File: src/rtl/tff_ctrl_pkg.sv
// Shared types and constants for the toggle-flip-flop counter controller.
package tff_ctrl_pkg;

  typedef enum logic [1:0] {
    ST_IDLE = 2'b00,
    ST_RUN  = 2'b01,
    ST_DONE = 2'b10
  } state_t;

  localparam logic DIR_UP   = 1'b0;
  localparam logic DIR_DOWN = 1'b1;

endpackage

File: src/rtl/tff_counter_ctrl_toggle_bank.sv
// Bank of W T-flip-flops with synchronous active-high reset; bit i flips when i_t_vec[i]=1.
module toggle_bank #(
  parameter int W = 4
) (
  input  logic         clk,
  input  logic         reset,
  input  logic [W-1:0] i_t_vec,
  output logic [W-1:0] o_q
);

  logic [W-1:0] r_q;

  always_ff @(posedge clk) begin
    if (reset) r_q <= '0;
    else       r_q <= r_q ^ i_t_vec;
  end

  assign o_q = r_q;

endmodule

File: src/rtl/tff_counter_ctrl.sv
// Modulo up/down counter controller driving a toggle bank purely through per-bit toggle enables.
// Handshake: start is accepted only in IDLE with stop low; done is a one-cycle pulse, busy covers RUN and DONE.
module tff_counter_ctrl
  import tff_ctrl_pkg::*;
#(
  parameter int W = 4
) (
  input  logic         clk,
  input  logic         reset,
  input  logic         start,
  input  logic         stop,
  input  logic         pause,
  input  logic         dir,
  input  logic [W-1:0] limit,
  input  logic         auto_reload,
  output logic [W-1:0] count,
  output logic [W-1:0] t_vec,
  output logic         busy,
  output logic         done,
  output logic         wrap,
  output state_t       dbg_state
);

  state_t       r_state;
  state_t       w_next_state;
  logic         r_dir;
  logic [W-1:0] r_limit;
  logic         r_reload;
  logic         r_wrap;
  logic         w_wrap_set;
  logic         w_capture;
  logic [W-1:0] w_t_vec;
  logic [W-1:0] w_step_t;
  logic [W-1:0] w_term;
  logic [W-1:0] w_reload_val;
  logic         w_ones;
  logic         w_zeros;

  toggle_bank #(.W(W)) u_bank (
    .clk     (clk),
    .reset   (reset),
    .i_t_vec (w_t_vec),
    .o_q     (count)
  );

  // Single-step toggles: up flips bit i when all lower bits are 1, down when all are 0.
  always_comb begin
    w_step_t    = '0;
    w_step_t[0] = 1'b1;
    w_ones      = count[0];
    w_zeros     = ~count[0];
    for (int i = 1; i < W; i++) begin
      w_step_t[i] = (r_dir == DIR_DOWN) ? w_zeros : w_ones;
      w_ones      = w_ones & count[i];
      w_zeros     = w_zeros & ~count[i];
    end
  end

  assign w_term       = (r_dir == DIR_DOWN) ? '0 : r_limit;
  assign w_reload_val = (r_dir == DIR_DOWN) ? r_limit : '0;

  always_comb begin
    w_next_state = r_state;
    w_t_vec      = '0;
    w_wrap_set   = 1'b0;
    w_capture    = 1'b0;
    if (!reset) begin
      case (r_state)
        ST_IDLE: begin
          if (start && !stop) begin
            w_capture    = 1'b1;
            w_t_vec      = count ^ ((dir == DIR_DOWN) ? limit : '0);
            w_next_state = ST_RUN;
          end
        end
        ST_RUN: begin
          if (stop) begin
            w_next_state = ST_IDLE;
          end else if (!pause) begin
            if (count != w_term) begin
              w_t_vec = w_step_t;
            end else if (r_reload) begin
              w_t_vec    = count ^ w_reload_val;
              w_wrap_set = 1'b1;
            end else begin
              w_next_state = ST_DONE;
            end
          end
        end
        ST_DONE: w_next_state = ST_IDLE;
        default: w_next_state = ST_IDLE;
      endcase
    end
  end

  always_ff @(posedge clk) begin
    if (reset) begin
      r_state  <= ST_IDLE;
      r_dir    <= 1'b0;
      r_limit  <= '0;
      r_reload <= 1'b0;
      r_wrap   <= 1'b0;
    end else begin
      r_state <= w_next_state;
      r_wrap  <= w_wrap_set;
      if (w_capture) begin
        r_dir    <= dir;
        r_limit  <= limit;
        r_reload <= auto_reload;
      end
    end
  end

  assign t_vec     = w_t_vec;
  assign busy      = (r_state != ST_IDLE);
  assign done      = (r_state == ST_DONE);
  assign wrap      = r_wrap;
  assign dbg_state = r_state;

endmodule

File: config.mk
export PLATFORM = sky130hd
export DESIGN_NAME = tff_counter_ctrl
export DESIGN_NICKNAME = d
export VERILOG_FILES = /design/src/rtl/tff_ctrl_pkg.sv /design/src/rtl/tff_counter_ctrl_toggle_bank.sv /design/src/rtl/tff_counter_ctrl.sv
export SDC_FILE = /design/constraint.sdc
export NUM_CORES = 1
export LEC_CHECK = 0
export ABC_AREA = 0
export BUFFER_PORTS_ARGS = -buffer_cell sky130_fd_sc_hd__buf_2
export CORE_MARGIN = 1
export CORE_UTILIZATION = 30
export DETAILED_ROUTE_END_ITERATION = 8
export PLACE_DENSITY_LB_ADDON = 0.08
export SLEW_MARGIN = 10
export SYNTH_ARGS = -nofsm -noshare
export SYNTH_HDL_FRONTEND = slang
export SYNTH_HIERARCHICAL = 1
export SYNTH_SLANG_ARGS = --single-unit
File: constraint.sdc
create_clock -name clk -period 5.41 [get_ports clk]
set_clock_uncertainty 0.15 [all_clocks]
set_input_delay 0.541 -clock clk [delete_from_list [all_inputs] [get_ports clk]]
set_output_delay 0.541 -clock clk [all_outputs]
set_load 0.05 [all_outputs]
Yosys cells after proc, flatten, opt, wreduce, memory -nomap -nowiden
Cells that the tools add are included.

word-level totals
  input port bits = 11
  bits in registers = 13

cells by class
  equal/unequal tests = 7
  bitwise logic cells = 11
  multiplexer cells = 23
  reduce and logical (&&, ||, !) cells = 6

operators by type and width
  operator            number
  $mux 4              9
  $xor 4x4->4         3
  $mux 2              5
  $ne 3x3->1 const B  3
  $pmux 4 s2          1
  $mux 1              7
  $reduce_or 5->1     1
  $and 1x1->1         4
  $ne 4x4->1          1
  $not 1->1           4
  $pmux 2 s2          1
  $reduce_and 4->1    1
  $eq 2x1->1 const B  1
  $eq 2x2->1 const B  1
  $logic_not 2->1     1
  $ne 2x2->1 const B  1
  $reduce_bool 2->1   1
  $logic_and 1x1->1   1
  $logic_not 1->1     1

Longest topological paths before layout
Gate-level depths: netlist of the first run.

  word-level depth = 10
  depth in mapped cells = 8
  depth with buffers taken out = 7

Hierarchy
The synthesis of the first run kept the hierarchy.

by module, submodules not included
  module            times used  area an instance (um^2)  cells each  sequential area each (um^2)
  tff_counter_ctrl  1           705.7                    96          180.2
  toggle_bank       1           130.1                    12          80.1

Worst setup path after synthesis of the first run
Ideal clock, no wire load.

  path type = flip-flop to output port
  start = register u_bank.r_q[1], in the netlist u_bank/o_q[1]
  end = output port t_vec[1]
  setup slack = 1.277 ns
  buffers on the path = 1
  cell stages (with the launch flop) = 6
  required time = 4.719 ns
  data arrival time = 3.442 ns
  cell sequence = dfxtp_1 > buf_6 > xnor2_1 > nand4b_1 > a32o_2 > o311ai_0

between the ends
  longest elaborated chain between the ends = 7
  elaborated cells on any way between the ends = 10
  classes of those cells = eq/ne: 1; mux: 7; bitwise: 2

ends and longest elaborated chain
  what                    RTL line                            text
  from (decl)             tff_counter_ctrl_toggle_bank.sv:11  logic [W-1:0] r_q;
  from (signal assigned)  tff_counter_ctrl_toggle_bank.sv:15  else r_q <= r_q ^ i_t_vec;
  $xor 4x4->4             tff_counter_ctrl.sv:83              w_t_vec = count ^ w_reload_val;
  $mux 4                  tff_counter_ctrl.sv:82              end else if (r_reload) begin
  $mux 4                  tff_counter_ctrl.sv:80              if (count != w_term) begin
  $mux 4                  tff_counter_ctrl.sv:79              end else if (!pause) begin
  $mux 4                  tff_counter_ctrl.sv:77              if (stop) begin
  $pmux 4 s2 *            tff_counter_ctrl.sv:68              case (r_state)
  $mux 4 *                tff_counter_ctrl.sv:67              if (!reset) begin
  to (decl)               tff_counter_ctrl.sv:17              output logic [W-1:0] t_vec,

Mark *: on every way between the ends. The rest lies on a longest branch, timed or not.

Worst setup path after layout of the first run
  start = register r_dir
  end = output port t_vec[2]

between the ends
  longest elaborated chain between the ends = 8
  elaborated cells on any way between the ends = 11
  classes of those cells = eq/ne: 1; mux: 9; bitwise: 1

ends and longest elaborated chain
  what                    RTL line                 text
  from (decl)             tff_counter_ctrl.sv:26   logic r_dir;
  from (signal assigned)  tff_counter_ctrl.sv:107  r_dir <= dir;
  $mux 4                  tff_counter_ctrl.sv:60   assign w_reload_val = (r_dir == DIR_DOWN) ? r_limit : '0;
  $xor 4x4->4             tff_counter_ctrl.sv:83
  $mux 4                  tff_counter_ctrl.sv:82
  $mux 4 *                tff_counter_ctrl.sv:80
  $mux 4 *                tff_counter_ctrl.sv:79
  $mux 4 *                tff_counter_ctrl.sv:77
  $pmux 4 s2 *            tff_counter_ctrl.sv:68
  $mux 4 *                tff_counter_ctrl.sv:67

Marked as above.

==> impl_metrics.py, run 1 <==
metrics = {
    "worst_setup_path": {
        "critPathArrivalTime_ns": 2.41,
        "r2r_start": "r_dir$_SDFFE_PP0P_",
        "start_kind": "flip-flop",
        "crit_fanout": 16,
        "cp-startpoint": "r_dir$_SDFFE_PP0P_",
        "worstSetupEndpointType": "primary output",
        "ff2ff_path_depth": 7,
        "crit_type": "reg2out",
        "required_ns": 4.72,
    },
    "layout": {
        "multiInputGateArea_um2": 543,
        "area_growth_pct": 17.5,
        "drive_gt1_share_pct": 23.1,
        "n_fill_cell": 280,
        "antennaDiodeCount": 0,
        "nets": 142,
        "seq_area_um2": 260,
        "stdcell_area_um2": 982,
    },
    "global_routing": {
        "grt_pass1_wl_mm": 3.31,
        "grt-ovfl-total": 0,
        "grt_max_degree": 17,
        "grt_antenna_before_repair": 0,
        "first_global_vias": 713,
        "grt_usage_pct": 16.0,
    },
    "timing": {
        "fin_ws_ns": 2.31,
        "slew_headroom_pct": 63.4,
        "rsz0062_at_grt": "false",
        "hold_violations": 0,
        "maxSlewViolCount": 0,
        "period_needed_ns": 3.10,
        "fmax_ghz": 0.323,
        "setup_violations": 0,
        "period_share_pct": 57.3,
        "worstMarginPinSlew_ns": 0.541,
        "setup_tns_ns": 0,
    },
    "place": {
        "dp_hpwl_mm": 1.50,
        "postPlaceCellArea_um2": 956,
        "port_buffers": 23,
        "pre_cts_ws_ns": 2.59,
        "place_congestion": 0.844,
    },
    "drt": {
        "dr.pass1.iters": 2,
        "via_per_inst": 5.06,
        "ant_nets": 0,
        "drc": 0,
        "first_iter_violations": 6,
        "post_drt_wl_per_cell_um": 12.5,
        "via_count": 809,
        "wl_mm": 1.99,
    },
    "pwr": {
        "switching_share_pct": 31.6,
        "clockPowerShare_pct": 29.1,
        "p_per_area_nw_per_um2": 215,
        "vdd_ir_drop_max_uv": 137,
        "internal_power_mw": 0.145,
        "power.switching_mw": 0.0668,
        "power_frac_seq_pct": 50.4,
        "report.power.total_mw": 0.211,
        "combPwrFrac_pct": 20.4,
        "p_leak_nw": 0.388,
    },
    "logic_synthesis": {
        "synth_top_flop_cell": "dfxtp_1",
        "synth_edf_count": 0,
        "synthTopCellsByCount": "25 x nand2_1, 13 x dfxtp_1, 12 x nor2_1",
        "seq_area_frac_synth_pct": 31.1,
        "synth_cell_types": 30,
        "yosysTopAreaCellShare_pct": 31.1,
        "synth_top_cell_by_area": "dfxtp_1",
        "syn_inst": 108,
        "synthTopCellsByArea": "dfxtp_1 31%, nand2_1 11%, xnor2_1 9.4%",
        "synth-async-reset-ratio_pct": 0,
        "ys_seq_elements": 13,
        "synth_warnings": 6,
        "synth_most_common_cell": "nand2_1",
        "syn_area_um2": 836,
        "synth_nets": 119,
        "syn_area_per_cell_um2": 7.74,
    },
    "flow_run": {
        "max-cap-violations": 0,
    },
    "cts": {
        "htreeDepth": 1,
        "clk_pin_slew_ns": 0.08,
        "ctsHoldBuffers": 0,
        "clk_latency_ns": 0.28,
        "cts_buffers": 3,
        "cts_root_buf": "clkbuf_4",
        "postCtsSetupRepairBufs": 0,
        "clock-sinks": 13,
        "clockBufferDepth": 2,
        "cts_resized": 0,
        "cts_tree": "yes",
    },
    "die": {
        "fp.dieArea_um2": 3000,
        "start_util_pct": 32.8,
        "core_area_um2": 2540,
        "die_height_um": 54.8,
        "fp.dieW_um": 54.8,
        "rows": 18,
        "io_pins": 24,
    },
    "outcome": {
        "status": "finished, final reports clean",
    },
    "worst_hold_path": {
        "min_delay_path_depth": 3,
        "min_path_type": "in2reg",
        "min_from": "auto_reload",
    },
}
## power groups by stage
stage | logic [mW] | registers (mW) | clock network [mW]
6_report | 0.0432 | 0.107 | 0.0616
5_1_grt | 0.0471 | 0.107 | 0.0706
4_1_cts | 0.0436 | 0.107 | 0.0627
3_5_place_dp | 0.0434 | 0.109 | 0
3_3_place_gp | 0.0434 | 0.109 | 0
2_1_floorplan | 0.0302 | 0.110 | 0
## through the flow
stage | cells | utilization, % | hold slack, ns
floorplan | 108 | - | 0.321
global placement | 156 | 37.6 | 0.365
detailed placement | 156 | 37.6 | 0.362
CTS | 160 | 38.6 | 0.345
global route | 160 | 38.6 | 0.342
finish | 160 | 38.6 | 0.341
## routing by layer
metal | share of wire (%) | GRT usage (%) | vias up | routed length [um]
li1 | - | - | 414 | -
met1 | 48 | 20.2 | 376 | 957
met2 | 47 | 25.3 | 14 | 937
met3 | 2.7 | 3.33 | 5 | 54
met4 | 2.1 | 7.69 | 0 | 42
met5 | 0 | 0 | - | 0
## sequential cells by signal (all words and copies together) (netlist names)
signal and cells:
r_reload 1, r_limit 4, r_dir 1, wrap 1
dbg_state 2, u_bank/o_q 4
## kinds of logic after synthesis
family	count (synthesis)	share of synthesized area (%)
simple gates	54	31.9
compound gates	19	14.7
xor+xnor	15	15.7
flops	13	31.1
buf+inv	5	3.89
mux	2	2.69
## cell usage in the layout, fill, tap and decap left out, types with 3 or more instances in the layout
cell type / n
nand2_1: 25
nor2_1: 12
a21oi_1: 9
buf_2: 23
dfxtp_1: 13
xor2_1: 6
xnor2_1: 9
clkbuf_4: 3
nor3_1: 3
## final cells by class
type	count	share of cell area [%]
well taps	30	3.82
clock buffers	4	2.68
multi-input cells	90	55.3
repair buffers	23	11.7
flip-flops and latches	13	26.5
## worst max-delay path, cell delays in order, from the launching register on
cell	delay [ns]
dfxtp_1	0.65
and4bb_1	0.27
nand2b_1	0.07
a32o_2	0.28
mux2_1	0.35
o22ai_1	0.21
buf_2	0.31
## path summary, 6_finish.rpt
check                             end  slack, ns
max                          t_vec[2]       2.31
min             r_reload$_SDFFE_PP0P_       0.34
max reg2reg  u_bank/o_q[2]$_SDFF_PP0_       3.13
min reg2reg   r_limit[2]$_SDFFE_PP0P_       0.37
Note: power is estimated with default switching activity, not from simulation.
==> inputs of run 2 (changes only) <==
clock period = 2.9 ns   (was 5.41 ns; I/O delays follow)
==> run 2 against run 1 <==
Sequential share of layout area decreased by 1.0 points. Via count decreased by 2.3%. Flip-flop and latch count unchanged. Register-to-register slack got worse by 2.4 ns. Non-clock buffer count increased by 3. Largest cell class unchanged. Cell count increased by 1.9%.
==> impl_metrics.py, run 2 (synthesis gave the netlist of run 1 again) <==
metrics = {
    "place": {
        "port_buffers": 23,
        "pre_cts_ws_ns": 0.399,
        "dp_hpwl_mm": 1.58,
        "place_congestion": 0.758,
    },
    "pwr": {
        "vdd_ir_drop_max_uv": 179,
        "report.power.total_mw": 0.406,
        "p_leak_nw": 0.408,
        "p_per_area_nw_per_um2": 396,
    },
    "flow_run": {
        "max-cap-violations": 0,
    },
    "cts": {
        "htreeDepth": 1,
        "clockBufferDepth": 2,
        "cts_buffers": 3,
        "clock-sinks": 13,
        "ctsHoldBuffers": 0,
        "cts_tree": "yes",
        "clk_pin_slew_ns": 0.09,
        "clk_latency_ns": 0.28,
        "cts_root_buf": "clkbuf_4",
    },
    "layout": {
        "antennaDiodeCount": 0,
        "drive_gt1_share_pct": 27.8,
        "layout_commonest_cell": "nand2_1",
        "nets": 145,
        "layout.cells.most_common_list": "25 x nand2_1, 23 x buf_2, 12 x nor2_1, 12 x dfxtp_1",
        "area_growth_pct": 22.8,
        "fin_util_pct": 40.3,
    },
    "global_routing": {
        "grt_max_degree": 17,
        "grt_antenna_before_repair": 0,
        "grt-ovfl-total": 0,
        "grt_pass1_wl_mm": 3.57,
        "grt_usage_pct": 17.3,
        "first_global_vias": 751,
    },
    "timing": {
        "maxSlewViolCount": 0,
        "fin_ws_ns": 0.165,
        "setup_tns_ns": 0,
        "fmax_ghz": 0.366,
        "period_share_pct": 94.3,
        "worstMarginPinSlew_ns": 0.426,
        "rsz0062_at_grt": "false",
        "holdWs_ns": 0.0877,
        "period_needed_ns": 2.74,
        "hold_violations": 0,
        "slew_headroom_pct": 71.6,
        "setup_violations": 0,
    },
    "drt": {
        "drc": 0,
        "dr.pass1.iters": 4,
        "via_per_inst": 4.85,
        "via_count": 790,
        "post_drt_wl_per_cell_um": 13.2,
        "first_iter_violations": 7,
        "wl_mm": 2.15,
        "ant_nets": 0,
    },
    "die": {
        "rows": 18,
        "start_util_pct": 32.8,
        "die_height_um": 54.8,
        "fp.dieW_um": 54.8,
        "io_pins": 24,
        "core_area_um2": 2540,
        "fp.dieArea_um2": 3000,
    },
    "worst_setup_path": {
        "crit_slowest_cell": "dfxtp_1",
        "worstSetupEndpointType": "primary output",
        "cpPeakStageDelay_ns": 0.59,
        "cp_num_buf_inv": 1,
        "path_cells": "and4bb_1 -> nand2b_1 -> a32o_2 -> mux2_1 -> o22ai_2 -> buf_2",
        "critPathArrivalTime_ns": 2.30,
        "start_kind": "flip-flop",
        "crit_type": "reg2out",
        "critPathTopFamily": "flip-flops",
        "required_ns": 2.46,
        "crit_fanout": 10,
    },
    "worst_hold_path": {
        "min_path_type": "in2reg",
    },
    "outcome": {
        "status": "finished, final reports clean",
    },
}
==> run 2: power by group <==
group	internal, mW	switching, mW	leakage (nW)	total, mW
logic	0.0346	0.0531	0.287	0.0877
clock network	0.0534	0.0673	0.0150	0.121
registers	0.185	0.0127	0.106	0.198
==> run 2: cell type report <==
type	count	area, um2
clock buffers	4	26.3
fillers	293	1520
multi-input cells	90	563
flip-flops and latches	13	262
well taps	30	37.5
repair buffers	26	138
==> run 2: worst paths after layout <==
| path | start | to | cells past startpoint | slack [ns] |
|---|---|---|---|---|
| worst max-delay path | u_bank/o_q[1]$_SDFF_PP0_ | t_vec[2] | 6 | 0.16 |
| worst min-delay path | auto_reload | r_reload$_SDFFE_PP0P_ | 3 | 0.09 |
| worst max register to register | u_bank/o_q[1]$_SDFF_PP0_ | u_bank/o_q[3]$_SDFF_PP0_ | 7 | 0.73 |
| worst min register to register | r_limit[3]$_SDFFE_PP0P_ | r_limit[3]$_SDFFE_PP0P_ | 2 | 0.37 |
==> run 2: per-layer routing <==
layer	vias to the layer above	track usage (%)	routed length (um)
met5	-	0	0
met1	358	24.3	1070
li1	419	-	-
met4	0	7.69	12
met2	11	25.7	1010
met3	2	2.50	53
==> run 2: through the flow <==
step,cells,cell area (um2)
detailed placement,159,998
finish,163,1030
global placement,159,998
global route,163,1030
CTS,163,1020
floorplan,108,856
==> run 2: worst register-to-register path, cell delays in order, from the launching register on <==
cell and delay (ns):
dfxtp_1 0.59, and4bb_1 0.25, nand2b_1 0.06, a32o_2 0.34, mux2_1 0.34, o22ai_2 0.14, xnor2_1 0.13, nor2_1 0.06
==> run 2: repair_timing <==
action                                  in CTS  in global routing
gates resized for setup                      0                  1
endpoints found under the setup margin       0                  2
buffers inserted                             0                  0
==> inputs of run 3 (changes only) <==
CORE_UTILIZATION = 40   (was 30)
==> run 3 against run 2 <==
Sequential power barely moved. Combinational power down 4.1%. Cell count decreased by 3.1%. First-iteration DRC count did not move. Flip-flop and latch count did not move. Global-route usage increased by 3.7 points. Non-clock buffer count is 2 lower. Setup slack better by 0.011 ns. Critical path type unchanged.
==> impl_metrics.py, run 3 (synthesis gave the netlist of run 1 again) <==
metrics = {
    "pwr": {
        "report.power.total_mw": 0.397,
        "clockPowerShare_pct": 28.7,
        "power_frac_seq_pct": 50.1,
        "internal_power_mw": 0.271,
        "combPwrFrac_pct": 21.2,
        "p_per_area_nw_per_um2": 394,
        "power.switching_mw": 0.125,
        "switching_share_pct": 31.6,
        "p_leak_nw": 0.398,
        "vdd_ir_drop_max_uv": 226,
    },
    "layout": {
        "n_fill_cell": 224,
        "antennaDiodeCount": 0,
        "layout.cells.most_common_list": "25 x nand2_1, 23 x buf_2, 12 x nor2_1, 12 x dfxtp_1",
        "layout_commonest_cell": "nand2_1",
        "area_growth_pct": 20.5,
        "drive_gt1_share_pct": 26.7,
        "nets": 143,
    },
    "drt": {
        "dr.max_layer_used": "met4",
        "via_per_inst": 5.19,
        "dr_wl_met2_um": 960,
        "drt-met1-wl_um": 911,
        "dr.pass1.iters": 4,
        "drc": 0,
        "first_iter_violations": 7,
        "met3WireLength_um": 59,
        "wl_mm": 1.98,
        "via_count": 820,
        "ant_nets": 0,
        "post_drt_wl_per_cell_um": 12.5,
    },
    "die": {
        "fp.dieW_um": 47.7,
        "io_pins": 24,
        "fp.dieArea_um2": 2280,
        "rows": 16,
        "start_util_pct": 42.6,
        "die_height_um": 47.7,
        "core_area_um2": 1960,
    },
    "place": {
        "port_buffers": 23,
        "place_congestion": 0.819,
        "dp_hpwl_mm": 1.48,
    },
    "global_routing": {
        "grt_antenna_before_repair": 0,
        "grt_max_degree": 17,
        "grt_usage_pct": 21.0,
        "first_global_vias": 752,
        "grt-ovfl-total": 0,
        "grt_pass1_wl_mm": 3.31,
    },
    "worst_setup_path": {
        "cp_num_buf_inv": 1,
        "critPathArrivalTime_ns": 2.28,
        "path_cells": "and4bb_1 -> nand2b_1 -> a32o_2 -> mux2_1 -> o22ai_2 -> buf_2",
        "crit_fanout": 10,
        "critPathTopFamily": "flip-flops",
        "required_ns": 2.46,
        "start_kind": "flip-flop",
        "crit_type": "reg2out",
        "ff2ff_setup_slack_ns": 0.73,
        "cpPeakStageDelay_ns": 0.57,
        "crit_slowest_cell": "dfxtp_1",
        "worstSetupEndpointType": "primary output",
    },
    "flow_run": {
        "max-cap-violations": 0,
    },
    "cts": {
        "clockBufferDepth": 2,
        "clk_latency_ns": 0.27,
        "cts_tree": "yes",
        "htreeDepth": 1,
        "cts_root_buf": "clkbuf_4",
        "cts_buffers": 3,
        "postCtsSetupRepairBufs": 0,
        "clock-sinks": 13,
        "clk_pin_slew_ns": 0.08,
        "ctsHoldBuffers": 0,
    },
    "timing": {
        "slew_headroom_pct": 69.1,
        "fmax_ghz": 0.367,
        "setup_violations": 0,
        "maxSlewViolCount": 0,
        "rsz0062_at_grt": "false",
        "period_needed_ns": 2.72,
        "holdWs_ns": 0.0946,
        "hold_violations": 0,
        "worstMarginPinSlew_ns": 0.463,
        "period_share_pct": 93.9,
    },
    "outcome": {
        "status": "finished, final reports clean",
    },
    "worst_hold_path": {
        "min_path_type": "in2reg",
    },
}
[run 3: cell count changes in the layout (fill, tap and decap cells not counted)]
cell,before,now
buf_4,3,1
[run 3: timing repair]
| item | 4_1_cts | 5_1_grt |
|---|---|---|
| endpoints found under the setup margin | 0 | 2 |
| hold endpoints to repair | 0 | 0 |
| gates resized for setup | 0 | 1 |
[run 3: power by group through the flow]
| stage | logic, mW | registers (mW) | clock network [mW] |
|---|---|---|---|
| 3_5_place_dp | 0.0840 | 0.203 | 0 |
| 5_1_grt | 0.0928 | 0.201 | 0.130 |
| 2_1_floorplan | 0.0584 | 0.204 | 0 |
| 6_report | 0.0841 | 0.199 | 0.114 |
| 4_1_cts | 0.0844 | 0.199 | 0.117 |
| 3_3_place_gp | 0.0831 | 0.202 | 0 |
[run 3: per-layer routing]
metal / vias up / GRT usage, %
met5: - / 0
met4: 0 / 11.7
met3: 6 / 3.40
met2: 23 / 32.7
met1: 375 / 27.6
li1: 416 / -
[run 3: worst paths after layout]
kind / startpoint / endpoint / depth (start not counted)
setup / recovery: u_bank/o_q[1]$_SDFF_PP0_ / t_vec[2] / 6
hold / removal: auto_reload / r_reload$_SDFFE_PP0P_ / 3
setup reg to reg: u_bank/o_q[1]$_SDFF_PP0_ / u_bank/o_q[2]$_SDFF_PP0_ / 7
hold reg to reg: r_limit[3]$_SDFFE_PP0P_ / r_limit[3]$_SDFFE_PP0P_ / 2
[run 3: cell type report]
cell class | instances | area (um2) | share of cell area [%]
sequential | 13 | 262 | 26.0
clock buffer | 4 | 26.3 | 2.61
timing repair buffer | 24 | 123 | 12.2
tap | 27 | 33.8 | 3.35
multi-input combinational | 90 | 563 | 55.9
[run 3: per-stage QoR]
stage | cells | worst slack (ns) | TNS [ns] | utilization, % | instance area [um2]
2_1_floorplan | 108 | -0.0120 | -0.0120 | - | 856
3_3_place_gp | 154 | 0.497 | 0 | 49.9 | 980
3_5_place_dp | 154 | 0.412 | 0 | 49.9 | 980
4_1_cts | 158 | 0.0978 | 0 | 51.3 | 1010
5_1_grt | 158 | 0.0545 | 0 | 51.3 | 1010
6_report | 158 | 0.176 | 0 | 51.3 | 1010
[run 3: worst register-to-register path, cell delays in order (launching register included)]
cell and delay (ns):
dfxtp_1 0.57, and4bb_1 0.25, nand2b_1 0.06, a32o_2 0.33
mux2_1 0.35, o22ai_2 0.16, xnor2_1 0.14, nor2_1 0.05
